`config.mk`:
```
export PLATFORM = sky130hd
export DESIGN_NAME = span_risk_scan
export DESIGN_NICKNAME = d
export VERILOG_FILES = /design/src/rtl/span_risk_scan.sv
export SDC_FILE = /design/constraint.sdc
export NUM_CORES = 2
export LEC_CHECK = 0
export CORE_MARGIN = 8
export CORE_UTILIZATION = 58
export DETAILED_ROUTE_END_ITERATION = 8
export GPL_ROUTABILITY_DRIVEN = 0
export PLACE_DENSITY_LB_ADDON = 0.08
export REMOVE_ABC_BUFFERS = 1
export SLEW_MARGIN = 15
export SYNTH_ARGS = -nofsm -noshare
export SYNTH_HDL_FRONTEND = slang
export SYNTH_SLANG_ARGS = --single-unit
```
`constraint.sdc`:
```
create_clock -name clk -period 40.2 [get_ports clk]
set_clock_uncertainty 0.15 [all_clocks]
set_input_delay 8.04 -clock clk [delete_from_list [all_inputs] [get_ports clk]]
set_output_delay 8.04 -clock clk [all_outputs]
set_load 0.03 [all_outputs]
```
`src/rtl/span_risk_scan.sv`:
```
// rtl/span_risk_scan.sv - register-mapped SPAN scan-risk engine (per-scenario MAC, worst-case loss)
//
// Ports:
//   clk, reset        single clock, asynchronous active-high reset
//   writeData, offset register write data and word address
//   write, read       strobes, both qualified by chipselect
//   readData          registered read data
//   busy, done        scan running / one-cycle completion pulse
//   scan_risk         max(0, worst scenario sum)
//   worst_scen        index of the worst scenario
module span_risk_scan #(
    parameter int DATA_W = 16,
    parameter int N_POS  = 4,
    parameter int N_SCEN = 16,
    parameter int ACC_W  = 40,
    parameter int ADDR_W = 8
) (
    input  logic                      clk,
    input  logic                      reset,
    input  logic [DATA_W-1:0]         writeData,
    input  logic [ADDR_W-1:0]         offset,
    input  logic                      write,
    input  logic                      read,
    input  logic                      chipselect,
    output logic [DATA_W-1:0]         readData,
    output logic                      busy,
    output logic                      done,
    output logic [ACC_W-1:0]          scan_risk,
    output logic [$clog2(N_SCEN)-1:0] worst_scen
);

    localparam int RA_N = N_POS * N_SCEN;
    localparam int PIW  = $clog2(N_POS);
    localparam int SW   = $clog2(N_SCEN);
    localparam int RIW  = $clog2(RA_N);
    localparam int PW   = 2 * DATA_W;

    localparam logic [ADDR_W-1:0] A_CTRL  = '1;
    localparam logic [ADDR_W-1:0] A_STAT  = A_CTRL - 1'b1;
    localparam logic [ADDR_W-1:0] A_RHI   = A_CTRL - 2'd2;
    localparam logic [ADDR_W-1:0] A_RMID  = A_CTRL - 2'd3;
    localparam logic [ADDR_W-1:0] A_RLO   = A_CTRL - 3'd4;
    localparam logic [ADDR_W-1:0] OFF_RA  = ADDR_W'(N_POS);
    localparam logic [ADDR_W-1:0] OFF_END = ADDR_W'(N_POS + RA_N);
    localparam logic [PIW-1:0]    P_LAST  = PIW'(N_POS - 1);
    localparam logic [SW-1:0]     S_LAST  = SW'(N_SCEN - 1);

    if (ACC_W < 2 * DATA_W + $clog2(N_POS)) begin : g_acc_too_narrow
        $error("span_risk_scan: ACC_W too small for the scenario sum");
    end
    if ((2 ** ADDR_W) - 4 <= N_POS * (N_SCEN + 1)) begin : g_addr_too_narrow
        $error("span_risk_scan: ADDR_W too small for the register map");
    end

    typedef enum logic [1:0] {S_IDLE, S_ACCUM, S_FINISH} state_t;

    state_t                     state_q, state_d;
    logic [PIW-1:0]             p_q, p_d;
    logic [SW-1:0]              s_q, s_d;
    logic signed [ACC_W-1:0]    acc_q, acc_d;
    logic signed [ACC_W-1:0]    best_q, best_d;
    logic [SW-1:0]              best_idx_q, best_idx_d;
    logic [ACC_W-1:0]           risk_q, risk_d;
    logic [SW-1:0]              worst_q, worst_d;
    logic                       done_q, done_d;
    logic                       sticky_q, sticky_d;
    logic [DATA_W-1:0]          rdata_q, rdata_d;
    logic signed [DATA_W-1:0]   qty_q [N_POS];
    logic signed [DATA_W-1:0]   ra_q  [RA_N];

    logic                       ctrl_wr;
    logic                       data_wr;
    logic                       busy_w;
    logic [RIW-1:0]             mac_idx;
    logic signed [PW-1:0]       prod;
    logic signed [ACC_W-1:0]    acc_next;

    assign busy_w  = (state_q != S_IDLE);
    assign ctrl_wr = chipselect && write && (offset == A_CTRL);
    assign data_wr = chipselect && write && !busy_w;

    always_comb begin
        state_d    = state_q;
        p_d        = p_q;
        s_d        = s_q;
        acc_d      = acc_q;
        best_d     = best_q;
        best_idx_d = best_idx_q;
        risk_d     = risk_q;
        worst_d    = worst_q;
        done_d     = 1'b0;
        sticky_d   = sticky_q;
        rdata_d    = rdata_q;

        mac_idx  = RIW'(p_q) * RIW'(N_SCEN) + RIW'(s_q);
        prod     = PW'(qty_q[p_q]) * PW'(ra_q[mac_idx]);
        // p==0 starts a fresh scenario sum; product sign-extends into the accumulator
        acc_next = ((p_q == '0) ? '0 : acc_q) + ACC_W'(prod);

        unique case (state_q)
            S_IDLE: begin
                if (ctrl_wr && writeData[0]) begin
                    state_d = S_ACCUM;
                    p_d     = '0;
                    s_d     = '0;
                end
            end
            S_ACCUM: begin
                acc_d = acc_next;
                if (p_q == P_LAST) begin
                    // strict compare keeps the lowest index on ties
                    if (s_q == '0 || acc_next > best_q) begin
                        best_d     = acc_next;
                        best_idx_d = s_q;
                    end
                    p_d = '0;
                    if (s_q == S_LAST) state_d = S_FINISH;
                    else               s_d = s_q + 1'b1;
                end else begin
                    p_d = p_q + 1'b1;
                end
            end
            S_FINISH: begin
                // first FINISH cycle publishes the result, second returns to idle
                if (!done_q) begin
                    risk_d   = best_q[ACC_W-1] ? '0 : best_q;
                    worst_d  = best_idx_q;
                    done_d   = 1'b1;
                    sticky_d = 1'b1;
                end else begin
                    state_d = S_IDLE;
                end
            end
            default: state_d = S_IDLE;
        endcase

        if (busy_w && ctrl_wr && writeData[1]) begin
            state_d  = S_IDLE;
            risk_d   = risk_q;
            worst_d  = worst_q;
            done_d   = 1'b0;
            sticky_d = sticky_q;
        end

        if (chipselect && read) begin
            rdata_d = '0;
            if (offset < OFF_RA) begin
                rdata_d = qty_q[PIW'(offset)];
            end else if (offset < OFF_END) begin
                rdata_d = ra_q[RIW'(offset - OFF_RA)];
            end else if (offset == A_STAT) begin
                rdata_d = DATA_W'({worst_q, busy_w, sticky_q});
                if (!done_d) sticky_d = 1'b0;
            end else if (offset == A_RLO) begin
                rdata_d = DATA_W'(risk_q[15:0]);
            end else if (offset == A_RMID) begin
                rdata_d = DATA_W'(risk_q[31:16]);
            end else if (offset == A_RHI) begin
                rdata_d = DATA_W'(risk_q[ACC_W-1:32]);
            end
        end
    end

    always_ff @(posedge clk or posedge reset) begin
        if (reset) begin
            state_q    <= S_IDLE;
            p_q        <= '0;
            s_q        <= '0;
            acc_q      <= '0;
            best_q     <= '0;
            best_idx_q <= '0;
            risk_q     <= '0;
            worst_q    <= '0;
            done_q     <= 1'b0;
            sticky_q   <= 1'b0;
            rdata_q    <= '0;
        end else begin
            state_q    <= state_d;
            p_q        <= p_d;
            s_q        <= s_d;
            acc_q      <= acc_d;
            best_q     <= best_d;
            best_idx_q <= best_idx_d;
            risk_q     <= risk_d;
            worst_q    <= worst_d;
            done_q     <= done_d;
            sticky_q   <= sticky_d;
            rdata_q    <= rdata_d;
        end
    end

    always_ff @(posedge clk or posedge reset) begin
        if (reset) begin
            for (int i = 0; i < N_POS; i++) qty_q[i] <= '0;
            for (int i = 0; i < RA_N; i++)  ra_q[i]  <= '0;
        end else if (data_wr) begin
            if (offset < OFF_RA)        qty_q[PIW'(offset)]           <= writeData;
            else if (offset < OFF_END)  ra_q[RIW'(offset - OFF_RA)]  <= writeData;
        end
    end

    assign readData   = rdata_q;
    assign busy       = busy_w;
    assign done       = done_q;
    assign scan_risk  = risk_q;
    assign worst_scen = worst_q;

endmodule

```
; Yosys cells after proc, flatten, opt, wreduce, memory -nomap -nowiden
; Cells that the tools add are included.
[totals]
output_inout_bits = 62
reg_bits = 1242
elab_cells = 190
in_bits = 29
[op_classes]
n_addsub = 5
muxes = 50
multipliers = 1
reduce_logical = 23
eq_ne = 16
n_bitwise = 7
order_cmp = 9
[ops]
columns = cell, count
row1 = bitwise mux 1024 bit, 1
row2 = two-way mux 16 bit, 15
row3 = binary-select mux 16 bit (select 6 bit), 2
row4 = demux 16 bit (select 6 bit), 1
row5 = binary-select mux 16 bit (select 2 bit), 2
row6 = bitwise mux 64 bit, 1
row7 = adder 40 bit, 1
row8 = "equality test 8 bit, second input constant", 5
row9 = greater-than comparator 40 bit, 1
row10 = two-way mux 40 bit, 1
row11 = two-way mux 39 bit, 1
row12 = demux 16 bit (select 2 bit), 1
row13 = multiplier 16 x 16 -> 32 bit, 1
row14 = ">= comparator 7 bit, second input constant", 2
row15 = two-way mux 2 bit, 7
row16 = NOT 6 -> 7 bit, 2
row17 = two-way mux 4 bit, 3
row18 = "inequality test 3 bit, second input constant", 4
row19 = two-way mux 1 bit, 11
row20 = logical AND 1 bit, 9
row21 = AND reduction 3 bit, 3
row22 = "less-than comparator 8 x 3 -> 1 bit, second input constant", 1
row23 = "less-than comparator 8 x 7 -> 1 bit, second input constant", 1
row24 = two-way mux 8 bit, 1
row25 = 23 further kinds, 34

; Depth between registers and ports, before layout
[logic_depth]
ltp_word = 10
depth_mapped = 61
mapped_depth_nobuf = 55

; Least setup slack after synthesis
; No wires, ideal clock.
[synth_timing]
path_type = register to register
from = reg s_q[0]
to = reg best_q[10]
arrival_ns = 13.178
setup_time_ns = 0.125
period_less_slack_ns = 13.453
path_buffers = 6
path_stages_with_launch = 55
required_time_ns = 39.925
path_slack_ns = 26.747
cell_sequence = dfrtp_1 -> clkbuf_1 -> buf_2 -> buf_1 -> mux4_2 -> mux4_2 -> nor2_1 -> nor2_1 -> o21ai_0 -> clkbuf_1 -> nor2_1 -> fa_1 -> inv_1 -> fa_1 -> fa_1 -> fa_1 -> inv_1 -> fa_1 -> [19 not listed] -> nor3_1 -> a211oi_2 -> o211ai_2 -> o311a_4 -> xnor2_2 -> ha_1 -> nand4_1 -> nor2_1 -> nand4_1 -> nor3_1 -> and2_1 -> nand2_1 -> o211ai_1 -> mux2i_1 -> a211o_1 -> buf_2 -> buf_2 -> mux2_2
[synth_between]
elab_chain_cells = 10
elab_cells_between_ends = 11
cone_classes = add/sub: 2 / mul: 1 / order compare: 1 / mux: 3 / bitwise: 1 / reduce/logical: 3
[synth_rtl]
columns = element, line
row1 = start: declaration, 59  ; logic [SW-1:0] s_q, s_d;
row2 = start signal: assignment, 168  ; s_q <= '0;
row3 = start signal: assignment, 180  ; s_q <= s_d;
row4 = adder 6 x 4 -> 6 bit, 95  ; mac_idx = RIW'(p_q) * RIW'(N_SCEN) + RIW'(s_q);
row5 = NOT 6 -> 7 bit (implied by the code), 96  ; prod = PW'(qty_q[p_q]) * PW'(ra_q[mac_idx]);
row6 = binary-select mux 16 bit (select 6 bit), 96
row7 = two-way mux 16 bit (implied by the code) (2 in series), 96
row8 = multiplier 16 x 16 -> 32 bit, 96
row9 = adder 40 bit, 98  ; acc_next = ((p_q == '0) ? '0 : acc_q) + ACC_W'(prod);
row10 = via acc_next[39], 76  ; logic signed [ACC_W-1:0] acc_next;
row11 = greater-than comparator 40 bit, 112  ; if (s_q == '0 || acc_next > best_q) begin
row12 = logical OR 1 bit, 112
row13 = AND reduction 3 bit (no line), --
row14 = end signal: assignment, 182  ; best_q <= best_d;
row15 = end: declaration, 61  ; logic signed [ACC_W-1:0] best_q, best_d;
; The timed path passes the listed nets, and every way through them passes these cells. The select of a mux whose other input is x is not followed.
; A chain may end at the register's enable or synchronous reset.

; Final worst setup path
[layout_timing]
from = reg s_q[0]
to = reg best_q[33]
; The elaborated chain is that of the path after synthesis.

==> summary.md <==
| Metric | Value |
|---|---|
| Outcome | `finished clean` |
| Drt wl/cell | `30.41 microns` |
| WL met2 | `110200 microns` |
| Share of cells above drive strength 1 | `39.07%` |
| Unrepaired setup endpoints after global routing | `no` |
| Port Buffers | `89` |
| Hold Buf Count CTS | `0` |
| Total negative slack | `0 ns` |
| Longest Clk Path Bufs | `3` |
| CTS H-tree depth | `4` |
| Sequential-to-total area share from yosys stat | `40.39%` |
| Cell Area, Synth | `76880 sq um` |
| Die area | `144500 sq um` |
| Std cell rows | `133` |
| EDFF count, synth | `0` |
| Cell mode on critical path | `fa_1` |
| Post-cts resize count | `0` |
| Max Cap Violations | `0` |
| First-pass GRT wire length | `345700 microns` |
| Register bit total from synthesis | `1241` |
| Skew-Pair Late Insertion Delay | `0.78 ns` |
| Share of the synthesized area in the top cell type | `40.39%` |
| CP max FO | `55` |
| Final WL | `228900 microns` |
| Met1 WL | `91180 microns` |
| Delay of the slowest critical-path stage | `0.91 ns` |
| Worst Tran Pin Value | `1.284 ns` |
| I/O pins | `91` |
| YS warnings | `0` |
| Placed insts | `7270` |
| DR pass1 iterations | `8` |
| HP Class | `reg -> reg` |
| Cts bufs inserted | `139` |
| Vias in the first global route | `51594` |
| Most common cell in the netlist | `dfrtp_1` |
| Peak Freq | `60.72 MHz` |
| Starting density of the core | `58.48%` |
| Post-Syn Area per Cell | `13.47 sq um` |
| Gr ovfl total | `0` |
| Top_reg_cell synth | `dfrtp_1` |
| Setup-failing EPs final | `0` |
| Crit path max-delay cell type | `a211o_2` |
| Root Buffer | `clkbuf_16` |
| Core area | `131500 sq um` |
| Vias | `50014` |
| Setup Crit Path Kind | `reg -> reg` |
| Largest cells by area after synthesis | `dfrtp_1 40%, mux4_2 19%, mux2_2 16%, fa_1 6.8%, ha_1 2.7%` |
| Max-slew headroom | `13.81%` |
| Max-slew violations | `0` |
| Async SR Flop Fraction | `100.0%` |
| Initial antenna violation count | `8` |
| Total track usage | `31.69%` |
| Distinct cells, synth | `85` |
| CTS Sinks | `1241` |
| Final ANT Viol Nets | `0` |
| Final #Nets | `6112` |
| WP data required | `40.72 ns` |
| Layout area overhead | `9.879%` |
| CTS tree | `done` |
| Largest net degree at the start of global routing | `173` |
| CP startpoint kind | `register` |
| # DRC | `0` |
| Post-route insts no fill | `7526` |
| Minimum clock period | `16.47 ns` |
| Die Y | `380.1 microns` |
| Die width | `380.1 microns` |
| Iter 0 DRT Violations | `4951` |
| DPL Wire Length | `148800 microns` |
| Top sig layer | `met5` |
| Via/cell ratio | `6.645` |
| Crit share post-route | `40.97%` |
| Fillers | `9881` |
| Yosys top cell by area | `dfrtp_1` |
| Worst path arrival time | `16.99 ns` |
| Met3 WL post-DR | `15430 microns` |
| Post-CTS Setup Inserts | `0` |
| Clk slew on worst S/H paths | `0.06 ns` |
| Post-synth top cells | `1241 x dfrtp_1, 1087 x mux2_2, 649 x mux4_2, 393 x nand2_1, 370 x inv_1` |
| Hold Vio Cnt, Final | `0` |
| Crit end category | `register` |
| Synth Instances | `5707` |
stage by stage:
stage / setup slack (ns) / area [sq um] / hold WS [ns] / util, %
floorplan: -2.959 / 75050 / 0.2809 / -
global route: 22.51 / 84460 / 0.3367 / 64.25
detailed placement: 23.75 / 79600 / 0.2975 / 60.55
CTS: 23.68 / 84460 / 0.3104 / 64.25
global placement: 23.88 / 79600 / 0.2911 / 60.55
finish: 23.73 / 84470 / 0.3078 / 64.26
layer usage:
layer | global-route usage (%) | vias up
met5 | 0 | -
met2 | 51.03 | 1916
met4 | 14.12 | 8
met1 | 42.39 | 26935
met3 | 5.861 | 486
li1 | - | 20669
cell families after synthesis:
kind of cell	Yosys count	share of synthesized area, %
flip-flops	1241	40.39
XOR/XNOR	74	0.8528
buffers and inverters	810	4.217
other	1	0.004878
multiplexers	1847	36.46
adder cells (fa/ha/maj)	428	9.530
AND/OR/NAND/NOR	905	5.115
AO/OA/AOI/OAI	401	3.426
worst max-delay path: cells and delay by family (launching register included):
family | cells | cell delay [ns]
AOI/OAI and AO/OA | 15 | 4.61
xor gates and xnor gates | 2 | 0.27
adders and majority gates | 9 | 3.95
buffers and inverters | 5 | 1.99
DFF | 1 | 0.89
muxes | 4 | 1.80
and+or+nand+nor | 16 | 2.47
flip-flops by register name, summed over array words and instances, names as in the netlist:
register	cells
acc_q	40
best_idx_q	4
best_q	40
done	1
p_q	2
qty_q	64
ra_q	1024
readData	16
s_q	4
scan_risk	39
state_q	2
sticky_q	1
worst_scen	4
final timing paths:
| check | from | to | slack (ns) | cells after the start |
|---|---|---|---|---|
| setup / recovery | s_q[0]$_DFFE_PP0P_ | best_q[33]$_DFFE_PP0P_ | 23.73 | 51 |
| hold / removal | acc_q[29]$_DFFE_PP0P_ | acc_q[29]$_DFFE_PP0P_ | 0.31 | 2 |
| setup reg to reg | s_q[0]$_DFFE_PP0P_ | best_q[33]$_DFFE_PP0P_ | 23.73 | 51 |
| hold reg to reg | acc_q[29]$_DFFE_PP0P_ | acc_q[29]$_DFFE_PP0P_ | 0.31 | 2 |
| max in group asynchronous | reset | ra_q[222]$_DFFE_PP0P_ | 29.06 | 5 |
| min in group asynchronous | reset | ra_q[993]$_DFFE_PP0P_ | 7.66 | 2 |
cell usage in the layout (no fill, tap or decap), types with 16 or more instances in the layout:
cell and count:
dfrtp_1 1235, mux2_2 1087, mux4_2 649, nand2_1 393, inv_1 369, fa_1 263
nor2_1 246, ha_1 163, buf_4 150, clkbuf_16 143, a21oi_1 92, clkdlybuf4s50_1 70
mux2i_1 61, o21ai_0 58, xnor2_1 57, mux2_1 50, nor2b_1 48, o31ai_1 45
o21ai_1 37, clkbuf_8 36, nand3_1 33, nor2_2 28, o21a_1 28, clkinv_2 26
or2_2 24, clkbuf_1 23, nand2b_1 22, a21o_1 20, o22ai_1 20, nor2_4 18
nand4_1 18, and2_1 16, a222oi_1 16, buf_2 16
cell type report:
| class | instances | area (sq um) | share of cell area, % |
|---|---|---|---|
| tap | 1755 | 2196 | 2.599 |
| sequential | 1241 | 31070 | 36.78 |
| antenna | 4 | 10.01 | 0.01185 |
| inverter | 376 | 1419 | 1.680 |
| clock buffer | 202 | 4160 | 4.925 |
| clock inverter | 50 | 700.7 | 0.8294 |
| timing repair buffer | 242 | 2017 | 2.388 |
| multi-input combinational | 3656 | 42900 | 50.78 |
Power is left out: the tool's default activity adds up to more than one toggle a clock period on the data nets, which glitch-free logic cannot reach.
